<file path="src/rtl/frog_collision_ctrl_pkg.sv">
// Shared constants, FSM state encoding and grid helper for the frog collision controller.
package frog_collision_ctrl_pkg;

  localparam logic [4:0] GRID_W = 5'd20;
  localparam logic [3:0] GRID_H = 4'd15;

  typedef enum logic [1:0] {
    ST_IDLE = 2'd0,
    ST_PLAY = 2'd1,
    ST_HIT  = 2'd2,
    ST_OVER = 2'd3
  } state_t;

  // Distance from car head to frog along +X, wrapped onto the GRID_W-column ring.
  function automatic logic [5:0] wrap_dist(input logic [4:0] frog_x, input logic [4:0] car_x);
    logic [5:0] diff_s;
    diff_s = {1'b0, frog_x} - {1'b0, car_x};
    if (diff_s[5]) begin
      diff_s = diff_s + {1'b0, GRID_W};
    end else begin
      diff_s = diff_s;
    end
    return diff_s;
  endfunction

endpackage

</file>
<file path="src/rtl/frog_collision_ctrl_if.sv">
// Game-side bundle of the frog collision controller: frog/car positions in, game status out.
interface frog_collision_ctrl_if #(
  parameter int NUM_LANES = 4
);
  logic                   i_Start;
  logic [4:0]             i_Frog_X;
  logic [3:0]             i_Frog_Y;
  logic [5*NUM_LANES-1:0] i_Car_X;
  logic                   o_Hit;
  logic                   o_Respawn;
  logic [2:0]             o_Lives;
  logic                   o_Game_Over;
  logic                   o_Playing;

  modport master (
    output i_Start, i_Frog_X, i_Frog_Y, i_Car_X,
    input  o_Hit, o_Respawn, o_Lives, o_Game_Over, o_Playing
  );

  modport slave (
    input  i_Start, i_Frog_X, i_Frog_Y, i_Car_X,
    output o_Hit, o_Respawn, o_Lives, o_Game_Over, o_Playing
  );
endinterface

</file>
<file path="src/rtl/frog_collision_ctrl_lane_overlap.sv">
// Combinational frog/car overlap test for a single lane; off-grid coordinates never match.
module frog_collision_ctrl_lane_overlap
  import frog_collision_ctrl_pkg::*;
#(
  parameter logic [3:0] LANE_ROW  = 4'd3,
  parameter int         CAR_WIDTH = 2
) (
  input  logic [4:0] frog_x,
  input  logic [3:0] frog_y,
  input  logic [4:0] car_x,
  output logic       match
);

  logic in_grid_s;
  logic on_row_s;
  logic covered_s;

  assign in_grid_s = (frog_x < GRID_W) && (car_x < GRID_W);
  assign on_row_s  = (frog_y == LANE_ROW);
  assign covered_s = (wrap_dist(frog_x, car_x) < 6'(CAR_WIDTH));
  assign match     = in_grid_s && on_row_s && covered_s;

endmodule

</file>
<file path="src/rtl/frog_collision_ctrl.sv">
// Frog collision controller: lane overlap detection, lives, respawn delay and game-over FSM.
// Optional invulnerability window after each respawn is enabled by defining COLLISION_GRACE_EN.
module frog_collision_ctrl
  import frog_collision_ctrl_pkg::*;
#(
  parameter int          NUM_LANES     = 4,
  parameter logic [3:0]  LANE_ROW_BASE = 4'd3,
  parameter int          CAR_WIDTH     = 2,
  parameter logic [2:0]  START_LIVES   = 3'd3,
  parameter logic [23:0] RESPAWN_TICKS = 24'd12_500_000
`ifdef COLLISION_GRACE_EN
  ,
  parameter logic [23:0] GRACE_TICKS   = 24'd25_000_000
`endif
) (
  input  logic                  i_Clk,
  input  logic                  i_Rst_n,
  frog_collision_ctrl_if.slave  bus
);

  logic [NUM_LANES-1:0] match_s;
  logic                 overlap_s;
  logic                 grace_active_s;

  state_t      state_r,   state_s;
  logic [23:0] cnt_r,     cnt_s;
  logic [2:0]  lives_r,   lives_s;
  logic        hit_r,     hit_s;
  logic        respawn_r, respawn_s;
  logic        playing_r;
  logic        over_r;

  for (genvar k = 0; k < NUM_LANES; k++) begin : g_lane
    localparam logic [3:0] ROW = LANE_ROW_BASE + 4'(k);
    frog_collision_ctrl_lane_overlap #(
      .LANE_ROW  (ROW),
      .CAR_WIDTH (CAR_WIDTH)
    ) u_lane (
      .frog_x (bus.i_Frog_X),
      .frog_y (bus.i_Frog_Y),
      .car_x  (bus.i_Car_X[5*k +: 5]),
      .match  (match_s[k])
    );
  end

  // A frog row matches at most one lane, but any number of matches is still a single hit.
  assign overlap_s = |match_s;

`ifdef COLLISION_GRACE_EN
  logic [23:0] grace_r;
  assign grace_active_s = (grace_r != 24'd0);

  // Invulnerability countdown, restarted by every respawn pulse.
  always_ff @(posedge i_Clk or negedge i_Rst_n) begin
    if (!i_Rst_n) begin
      grace_r <= 24'd0;
    end else if (respawn_s) begin
      grace_r <= GRACE_TICKS - 24'd1;
    end else if (grace_active_s) begin
      grace_r <= grace_r - 24'd1;
    end else begin
      grace_r <= grace_r;
    end
  end
`else
  assign grace_active_s = 1'b0;
`endif

  // Next-state, lives, countdown and pulse decode.
  always_comb begin
    state_s   = state_r;
    cnt_s     = cnt_r;
    lives_s   = lives_r;
    hit_s     = 1'b0;
    respawn_s = 1'b0;
    case (state_r)
      ST_IDLE, ST_OVER: begin
        if (bus.i_Start) begin
          state_s   = ST_PLAY;
          lives_s   = START_LIVES;
          respawn_s = 1'b1;
        end else begin
          state_s   = state_r;
        end
      end
      ST_PLAY: begin
        if (overlap_s && !grace_active_s) begin
          hit_s   = 1'b1;
          lives_s = (lives_r != 3'd0) ? (lives_r - 3'd1) : 3'd0;
          if (lives_r <= 3'd1) begin
            state_s = ST_OVER;
          end else begin
            state_s = ST_HIT;
            cnt_s   = RESPAWN_TICKS - 24'd1;
          end
        end else begin
          state_s = ST_PLAY;
        end
      end
      ST_HIT: begin
        if (cnt_r == 24'd0) begin
          state_s   = ST_PLAY;
          respawn_s = 1'b1;
        end else begin
          cnt_s     = cnt_r - 24'd1;
        end
      end
      default: begin
        state_s = ST_IDLE;
      end
    endcase
  end

  // State and registered outputs; status flags follow the state being entered.
  always_ff @(posedge i_Clk or negedge i_Rst_n) begin
    if (!i_Rst_n) begin
      state_r   <= ST_IDLE;
      cnt_r     <= 24'd0;
      lives_r   <= 3'd0;
      hit_r     <= 1'b0;
      respawn_r <= 1'b0;
      playing_r <= 1'b0;
      over_r    <= 1'b0;
    end else begin
      state_r   <= state_s;
      cnt_r     <= cnt_s;
      lives_r   <= lives_s;
      hit_r     <= hit_s;
      respawn_r <= respawn_s;
      playing_r <= (state_s == ST_PLAY);
      over_r    <= (state_s == ST_OVER);
    end
  end

  assign bus.o_Hit       = hit_r;
  assign bus.o_Respawn   = respawn_r;
  assign bus.o_Lives     = lives_r;
  assign bus.o_Game_Over = over_r;
  assign bus.o_Playing   = playing_r;

endmodule

</file>
<file path="src/flat_wrapper.sv">
// flat-port wrapper written by rule: the top's interface ports become plain ports
module frog_collision_ctrl_flat import frog_collision_ctrl_pkg::*;
#(
  parameter int          NUM_LANES     = 4,
  parameter logic [3:0]  LANE_ROW_BASE = 4'd3,
  parameter int          CAR_WIDTH     = 2,
  parameter logic [2:0]  START_LIVES   = 3'd3,
  parameter logic [23:0] RESPAWN_TICKS = 24'd12_500_000

)
  (i_Clk, i_Rst_n, bus_i_Start, bus_i_Frog_X, bus_i_Frog_Y, bus_i_Car_X, bus_o_Hit, bus_o_Respawn, bus_o_Lives, bus_o_Game_Over, bus_o_Playing);
  frog_collision_ctrl_if #(.NUM_LANES(NUM_LANES)) bus_i ();
  input  logic i_Clk;
  input  logic i_Rst_n;
  input wire logic [$bits(bus_i.i_Start)-1:0] bus_i_Start;
  input wire logic [$bits(bus_i.i_Frog_X)-1:0] bus_i_Frog_X;
  input wire logic [$bits(bus_i.i_Frog_Y)-1:0] bus_i_Frog_Y;
  input wire logic [$bits(bus_i.i_Car_X)-1:0] bus_i_Car_X;
  output wire logic [$bits(bus_i.o_Hit)-1:0] bus_o_Hit;
  output wire logic [$bits(bus_i.o_Respawn)-1:0] bus_o_Respawn;
  output wire logic [$bits(bus_i.o_Lives)-1:0] bus_o_Lives;
  output wire logic [$bits(bus_i.o_Game_Over)-1:0] bus_o_Game_Over;
  output wire logic [$bits(bus_i.o_Playing)-1:0] bus_o_Playing;
  assign bus_i.i_Start = bus_i_Start;
  assign bus_i.i_Frog_X = bus_i_Frog_X;
  assign bus_i.i_Frog_Y = bus_i_Frog_Y;
  assign bus_i.i_Car_X = bus_i_Car_X;
  assign bus_o_Hit = bus_i.o_Hit;
  assign bus_o_Respawn = bus_i.o_Respawn;
  assign bus_o_Lives = bus_i.o_Lives;
  assign bus_o_Game_Over = bus_i.o_Game_Over;
  assign bus_o_Playing = bus_i.o_Playing;
  frog_collision_ctrl #(.NUM_LANES(NUM_LANES), .LANE_ROW_BASE(LANE_ROW_BASE), .CAR_WIDTH(CAR_WIDTH), .START_LIVES(START_LIVES), .RESPAWN_TICKS(RESPAWN_TICKS)) u_core (.i_Clk(i_Clk), .i_Rst_n(i_Rst_n), .bus(bus_i));
endmodule
</file>
<file path="config.mk">
export PLATFORM = sky130hd
export DESIGN_NAME = frog_collision_ctrl_flat
export DESIGN_NICKNAME = d
export VERILOG_FILES = /design/src/rtl/frog_collision_ctrl_pkg.sv /design/src/rtl/frog_collision_ctrl_if.sv /design/src/rtl/frog_collision_ctrl_lane_overlap.sv /design/src/rtl/frog_collision_ctrl.sv /design/src/flat_wrapper.sv
export SDC_FILE = /design/constraint.sdc
export NUM_CORES = 1
export LEC_CHECK = 0
export ABC_AREA = 1
export CAP_MARGIN = 20
export CORE_ASPECT_RATIO = 0.8
export CORE_MARGIN = 2
export CORE_UTILIZATION = 55
export DETAILED_ROUTE_END_ITERATION = 8
export DONT_BUFFER_PORTS = 1
export MAX_ROUTING_LAYER = met4
export PLACE_DENSITY = 0.7
export SLEW_MARGIN = 0
export SYNTH_ARGS = -nofsm -noshare
export SYNTH_HDL_FRONTEND = slang
export SYNTH_HIERARCHICAL = 1
export SYNTH_SLANG_ARGS = --single-unit
</file>
<file path="constraint.sdc">
create_clock -name i_Clk -period 3.7 [get_ports i_Clk]
set_clock_uncertainty 0.2 [all_clocks]
set_input_delay 0.925 -clock i_Clk [delete_from_list [all_inputs] [get_ports i_Clk]]
set_output_delay 0.925 -clock i_Clk [all_outputs]
set_load 0.01 [all_outputs]
</file>
==> flow_metrics.env, run 1 <==
export IMPL_die_w_um=91.6
export IMPL_place_ws_ns=0.0144
export IMPL_syn_area_per_cell_um2=6.22
export IMPL_post_cts_buffers=0
export IMPL_ys_seq_elements=33
export IMPL_finalCritPeriodShare_pct=91.7
export IMPL_clk_latency_ns=0.28
export IMPL_cts_buffers=5
export IMPL_initial_utilization_pct=57.1
export IMPL_power_share_clock_pct=16.2
export IMPL_mostFrequentLayoutCells="nand2_1 (171), inv_1 (76), nor2_1 (70)"
export IMPL_fillCellCount=575
export IMPL_cpMostUsedCell="nand2_1"
export IMPL_root_buffer="clkbuf_8"
export IMPL_layout_drive_gt1_share_pct=8.48
export IMPL_p_sw_mw=0.748
export IMPL_period_needed_ns=3.39
export IMPL_p_per_area_nw_per_um2=455
export IMPL_setup_tns_ns=0
export IMPL_yosys_warnings=6
export IMPL_seqCellArea_um2=826
export IMPL_vias=3316
export IMPL_cts_tree="built"
export IMPL_drc=0
export IMPL_crit_type="primary input to flop"
export IMPL_setup_viol=0
export IMPL_dieArea_um2=6790
export IMPL_vias_per_cell=5.22
export IMPL_worstPathRequired_ns=3.66
export IMPL_grt_max_degree=34
export IMPL_clk_pin_slew_ns=0.07
export IMPL_dr_pass1_iters=5
export IMPL_syn_to_final_growth_pct=6.22
export IMPL_ios=39
export IMPL_port_buffers=0
export IMPL_grt_pass1_wl_um=13700
export IMPL_wl_per_cell_um=12.3
export IMPL_track_usage_pct=25.5
export IMPL_startpoint_type="primary input"
export IMPL_drt_iter0_markers=210
export IMPL_grt_pass1_vias=2970
export IMPL_internal_power_mw=0.884
export IMPL_maxCapViolations=0
export IMPL_vdd_drop_max_mv=0.238
export IMPL_hp_class="primary input to asynchronous set/reset pin"
export IMPL_rows=25
export IMPL_clk_path_buf_depth=2
export IMPL_fmax_ghz=0.295
export IMPL_core_area_um2=5910
export IMPL_antenna_left=0
export IMPL_cp_num_cells=20
export IMPL_cpPeakStageDelay_ns=0.33
export IMPL_rsz0062_at_grt="no"
export IMPL_finalNetCount=612
export IMPL_max_slew_margin_pct=70.2
export IMPL_cts_hold_fix_buffers=0
export IMPL_rr_worst_depth=9
export IMPL_cp_num_buf_inv=3
export IMPL_final_common_cell="nand2_1"
export IMPL_gp_congestion=0.864
export IMPL_critPathTopFamily="simple AND/OR/NAND/NOR gates"
export IMPL_hold_viol_final=0
export IMPL_max_slew_worst_pin_slew_ns=0.446
export IMPL_synth_distinct_cells=30
export IMPL_cts_sinks=33
export IMPL_multi_input_area_um2=2210
export IMPL_seq_area_frac_synth_pct=24.4
export IMPL_gr_total_overflow=0
export IMPL_power_leakage_nw=1.95
export IMPL_diodes=0
export IMPL_worst_slack_ns=0.306
export IMPL_cts_max_level=2
export IMPL_status="complete, no violations"
export IMPL_critPathSlowestCell="ha_1"
export IMPL_dpl_hpwl_um=6210
export IMPL_p_comb_share_pct=46.7
export IMPL_antenna_found_initial=0
export IMPL_crit_chain="inv_1 -> ha_1 -> nand2_1 -> nand2_1 -> inv_2 -> nand2_1 -> nand2_1 -> nand2_2 -> ha_1 -> nor3_1 -> nor2_1 -> nor2_1 -> nor2_1 -> nand4_1 -> o21ai_1 -> nor2_1 -> nand2_4 -> buf_4 -> nand2_1 -> o21ai_0"
export IMPL_maxSlewViolCount=0
export IMPL_arrival_ns=3.35
export IMPL_critPathMaxFanout=18
export IMPL_fp_dieH_um=74.1
export IMPL_swShare_pct=45.8
export IMPL_seqPwrFrac_pct=37.2
export IMPL_synth_area_um2=3380
export IMPL_synth_cells=543
export IMPL_synth_nets=602
export IMPL_totalWireLength_um=7830
export IMPL_end_kind="flop"
## synthesized netlist by cell type, drive strengths merged
master / instances / share of area (%)
nand3: 52 / 8.3
inv: 80 / 8.9
nor3b: 2 / 0.44
nand2: 183 / 21
a21o: 1 / 0.22
nand3b: 1 / 0.22
nor2: 78 / 9.6
nand4: 17 / 3.6
xor2: 3 / 0.78
dfrtp: 33 / 24
or2: 4 / 0.74
xnor2: 9 / 2.3
a21oi: 14 / 2.1
fa: 4 / 2.4
nor3: 6 / 0.89
ha: 23 / 8.5
buf: 6 / 1.3
o21ai: 27 / 4.0
## kinds of logic after synthesis
family | synth area share [%]
fa+ha+maj | 10.9
compound gates | 6.30
xor+xnor | 3.11
buf+inv | 10.1
flops | 24.4
simple gates | 45.1
## cell type report
cell class / instances / area share [%]
Clock buffer: 6 / 2.02
Clock inverter: 2 / 0.279
Inverter: 80 / 8.40
Multi-Input combinational cell: 424 / 61.6
Sequential cell: 33 / 23.0
Tap cell: 81 / 2.82
Timing Repair Buffer: 9 / 1.88
## repair_timing
| item | in CTS | in global routing |
|---|---|---|
| endpoints found under the setup margin | 0 | 1 |
| endpoints found under the hold margin | 0 | 0 |
| resized for setup | 0 | 1 |
## stage by stage
step | power, mW | utilization, % | instance area [µm²] | hold WS, ns | cells
global placement | 1.34 | 59.3 | 3500 | 0.319 | 627
CTS | 1.63 | 60.7 | 3590 | 0.122 | 635
floorplan | 1.20 | - | 3380 | 0.291 | 543
detailed placement | 1.36 | 59.3 | 3500 | 0.321 | 627
global route | 1.79 | 60.7 | 3590 | 0.110 | 635
finish | 1.63 | 60.7 | 3590 | 0.131 | 635
## per-layer routing
| metal | up-vias | track usage [%] | wire, µm |
|---|---|---|---|
| li1 | 1739 | - | - |
| met1 | 1498 | 38.5 | 4170 |
| met2 | 72 | 35.0 | 3110 |
| met3 | 7 | 5.27 | 495 |
| met4 | 0 | 5.39 | 49 |
| met5 | - | - | 0 |
## worst paths after layout
check	slack [ns]	end	from
worst max-delay path	0.31	u_core/cnt_r[14]	bus_i_Car_X[12]
min in group i_Clk	0.34	u_core/cnt_r[0]	u_core/cnt_r[0]
worst min register to register	0.34	u_core/cnt_r[0]	u_core/cnt_r[0]
worst max register to register	1.53	u_core/cnt_r[11]	u_core/cnt_r[0]
worst min-delay path	0.13	u_core/cnt_r[1]	i_Rst_n
max in group asynchronous	3.08	u_core/cnt_r[20]	i_Rst_n
## state kept, by name, indices dropped and copies added, names as in the netlist
signal                  count
u_core/bus.o_Hit            1
u_core/state_r              2
u_core/bus.o_Respawn        1
u_core/cnt_r               24
u_core/bus.o_Game_Over      1
u_core/bus.o_Lives          3
u_core/bus.o_Playing        1
## power by group through the flow
stage | Combinational [mW] | Clock (mW) | Sequential, mW
2_1_floorplan | 0.620 | 0 | 0.575
3_3_place_gp | 0.735 | 0 | 0.606
3_5_place_dp | 0.754 | 0 | 0.608
4_1_cts | 0.756 | 0.269 | 0.603
5_1_grt | 0.883 | 0.285 | 0.624
6_report | 0.761 | 0.264 | 0.606
No activity file was read; power rests on OpenSTA's default activity.
==> inputs of run 2 (changes only) <==
CORE_MARGIN = 3   (was 2)
CORE_UTILIZATION = 32   (was 55)
PLACE_DENSITY = default   (was 0.7)
==> run 2 against run 1 <==
  * Die area up 74%
  * Sequential power up 2%
  * Fmax up 0.64%
  * Utilization down 23 points
  * Clock power up 86%
==> flow_metrics.env, run 2 (synthesized netlist as in run 1, its figures left out) <==
export IMPL_status="complete, no violations"
export IMPL_end_kind="flop"
export IMPL_regToRegSetupSlack_ns=1.59
export IMPL_arrival_ns=3.33
export IMPL_largest_register_ffs=24
export IMPL_multi_input_area_um2=2210
export IMPL_startpoint_type="primary input"
export IMPL_rsz0062_at_grt="no"
export IMPL_dieArea_um2=11800
export IMPL_gp_congestion=0.800
export IMPL_period_needed_ns=3.37
export IMPL_finalCritPeriodShare_pct=91.1
export IMPL_setup_tns_ns=0
export IMPL_hp_class="primary input to asynchronous set/reset pin"
export IMPL_placedInstanceArea_um2=3570
export IMPL_initial_utilization_pct=33.9
export IMPL_grt_max_degree=34
export IMPL_grt_pass1_wl_um=13900
export IMPL_grt_pass1_vias=3031
export IMPL_port_buffers=0
export IMPL_hold_viol_final=0
export IMPL_seqCellArea_um2=826
export IMPL_clk_pin_slew_ns=0.06
export IMPL_final_common_cell="nand2_1"
export IMPL_maxSlewViolCount=0
export IMPL_final_area_um2=3750
export IMPL_rows=32
export IMPL_mostFrequentLayoutCells="nand2_1 (171), inv_1 (76), nor2_1 (69)"
export IMPL_vias=3325
export IMPL_vdd_drop_max_mv=0.245
export IMPL_cts_max_level=2
export IMPL_finalNetCount=611
export IMPL_fp_dieH_um=97.9
export IMPL_fillCellCount=1042
export IMPL_power_leakage_nw=1.98
export IMPL_wl_per_cell_um=11.7
export IMPL_antenna_found_initial=0
export IMPL_top_register="u_core/cnt_r"
export IMPL_vias_per_cell=4.83
export IMPL_cts_sinks=33
export IMPL_crit_type="primary input to flop"
export IMPL_cts_tree="built"
export IMPL_core_area_um2=9970
export IMPL_critPathMaxFanout=19
export IMPL_dpl_hpwl_um=6390
export IMPL_dr_pass1_iters=5
export IMPL_max_slew_margin_pct=72.9
export IMPL_syn_to_final_growth_pct=10.9
export IMPL_antenna_left=0
export IMPL_setup_viol=0
export IMPL_maxCapViolations=0
export IMPL_fmax_ghz=0.297
export IMPL_p_per_area_nw_per_um2=498
export IMPL_totalWireLength_um=8030
export IMPL_ios=39
export IMPL_cts_buffers=5
export IMPL_root_buffer="clkbuf_16"
export IMPL_layout_drive_gt1_share_pct=8.68
export IMPL_die_w_um=121
export IMPL_cts_hold_fix_buffers=0
export IMPL_diodes=0
export IMPL_clk_path_buf_depth=2
export IMPL_drc=0
export IMPL_track_usage_pct=14.3
export IMPL_gr_total_overflow=0
export IMPL_max_slew_worst_pin_slew_ns=0.406
export IMPL_worstPathRequired_ns=3.66
export IMPL_drt_iter0_markers=165
export IMPL_clk_latency_ns=0.28
run 2: final timing paths:
| path | from | cells after the start | endpoint |
|---|---|---|---|
| min | i_Rst_n | 0 | u_core/cnt_r[14] |
| max | bus_i_Frog_X[0] | 19 | u_core/cnt_r[7] |
| max in group asynchronous | i_Rst_n | 0 | u_core/bus.o_Lives[1] |
| min in group i_Clk | u_core/cnt_r[0] | 2 | u_core/cnt_r[0] |
| min reg2reg | u_core/cnt_r[0] | 2 | u_core/cnt_r[0] |
| max reg2reg | u_core/cnt_r[0] | 9 | u_core/cnt_r[12] |
run 2: area by class of cell:
cell class / count / area share, %
multi-input combinational: 424 / 59.1
sequential: 33 / 22.0
inverter: 80 / 8.05
tap: 136 / 4.54
clock buffer: 6 / 3.71
timing repair buffer: 8 / 1.60
clock inverter: 2 / 1.00
run 2: report_power, final:
part / switching [mW] / internal (mW)
clock network: 0.156 / 0.336
logic: 0.471 / 0.284
registers: 0.149 / 0.469
run 2: metrics by stage:
stage               hold WS (ns)  setup slack, ns  instances  power [mW]  util [%]
CTS                        0.131            0.273        689        1.87      37.5
floorplan                  0.291            0.251        543        1.20         -
finish                     0.138            0.328        689        1.86      37.6
detailed placement         0.313         0.000145        681        1.37      35.8
global route               0.124           0.0200        689        2.04      37.6
global placement           0.305           0.0152        681        1.35      35.8
run 2: per-layer routing:
metal	up-vias	part of all wire (%)	global-route usage [%]
li1	1735	-	-
met1	1513	52	20.3
met2	75	43	21.5
met3	2	4.3	2.61
met4	0	0.40	2.70
met5	-	0	-
run 2: critical path: stages:
cell and delay, ns:
inv_1 0.06, nand2_1 0.11, fa_1 0.42, xnor2_1 0.25
inv_1 0.07, ha_1 0.17, inv_1 0.08, nand4_1 0.10
a21oi_1 0.13, nand2_1 0.06, nor2_1 0.08, inv_1 0.09
nand4_1 0.12, o21ai_1 0.12, nor2_2 0.15, nand2_4 0.07
buf_4 0.20, nand2_1 0.07, o21ai_0 0.07
run 2: what timing repair did:
| item | CTS | global route |
|---|---|---|
| setup buffers | 0 | 0 |
| resized for setup | 0 | 2 |
| setup endpoints to repair | 0 | 3 |
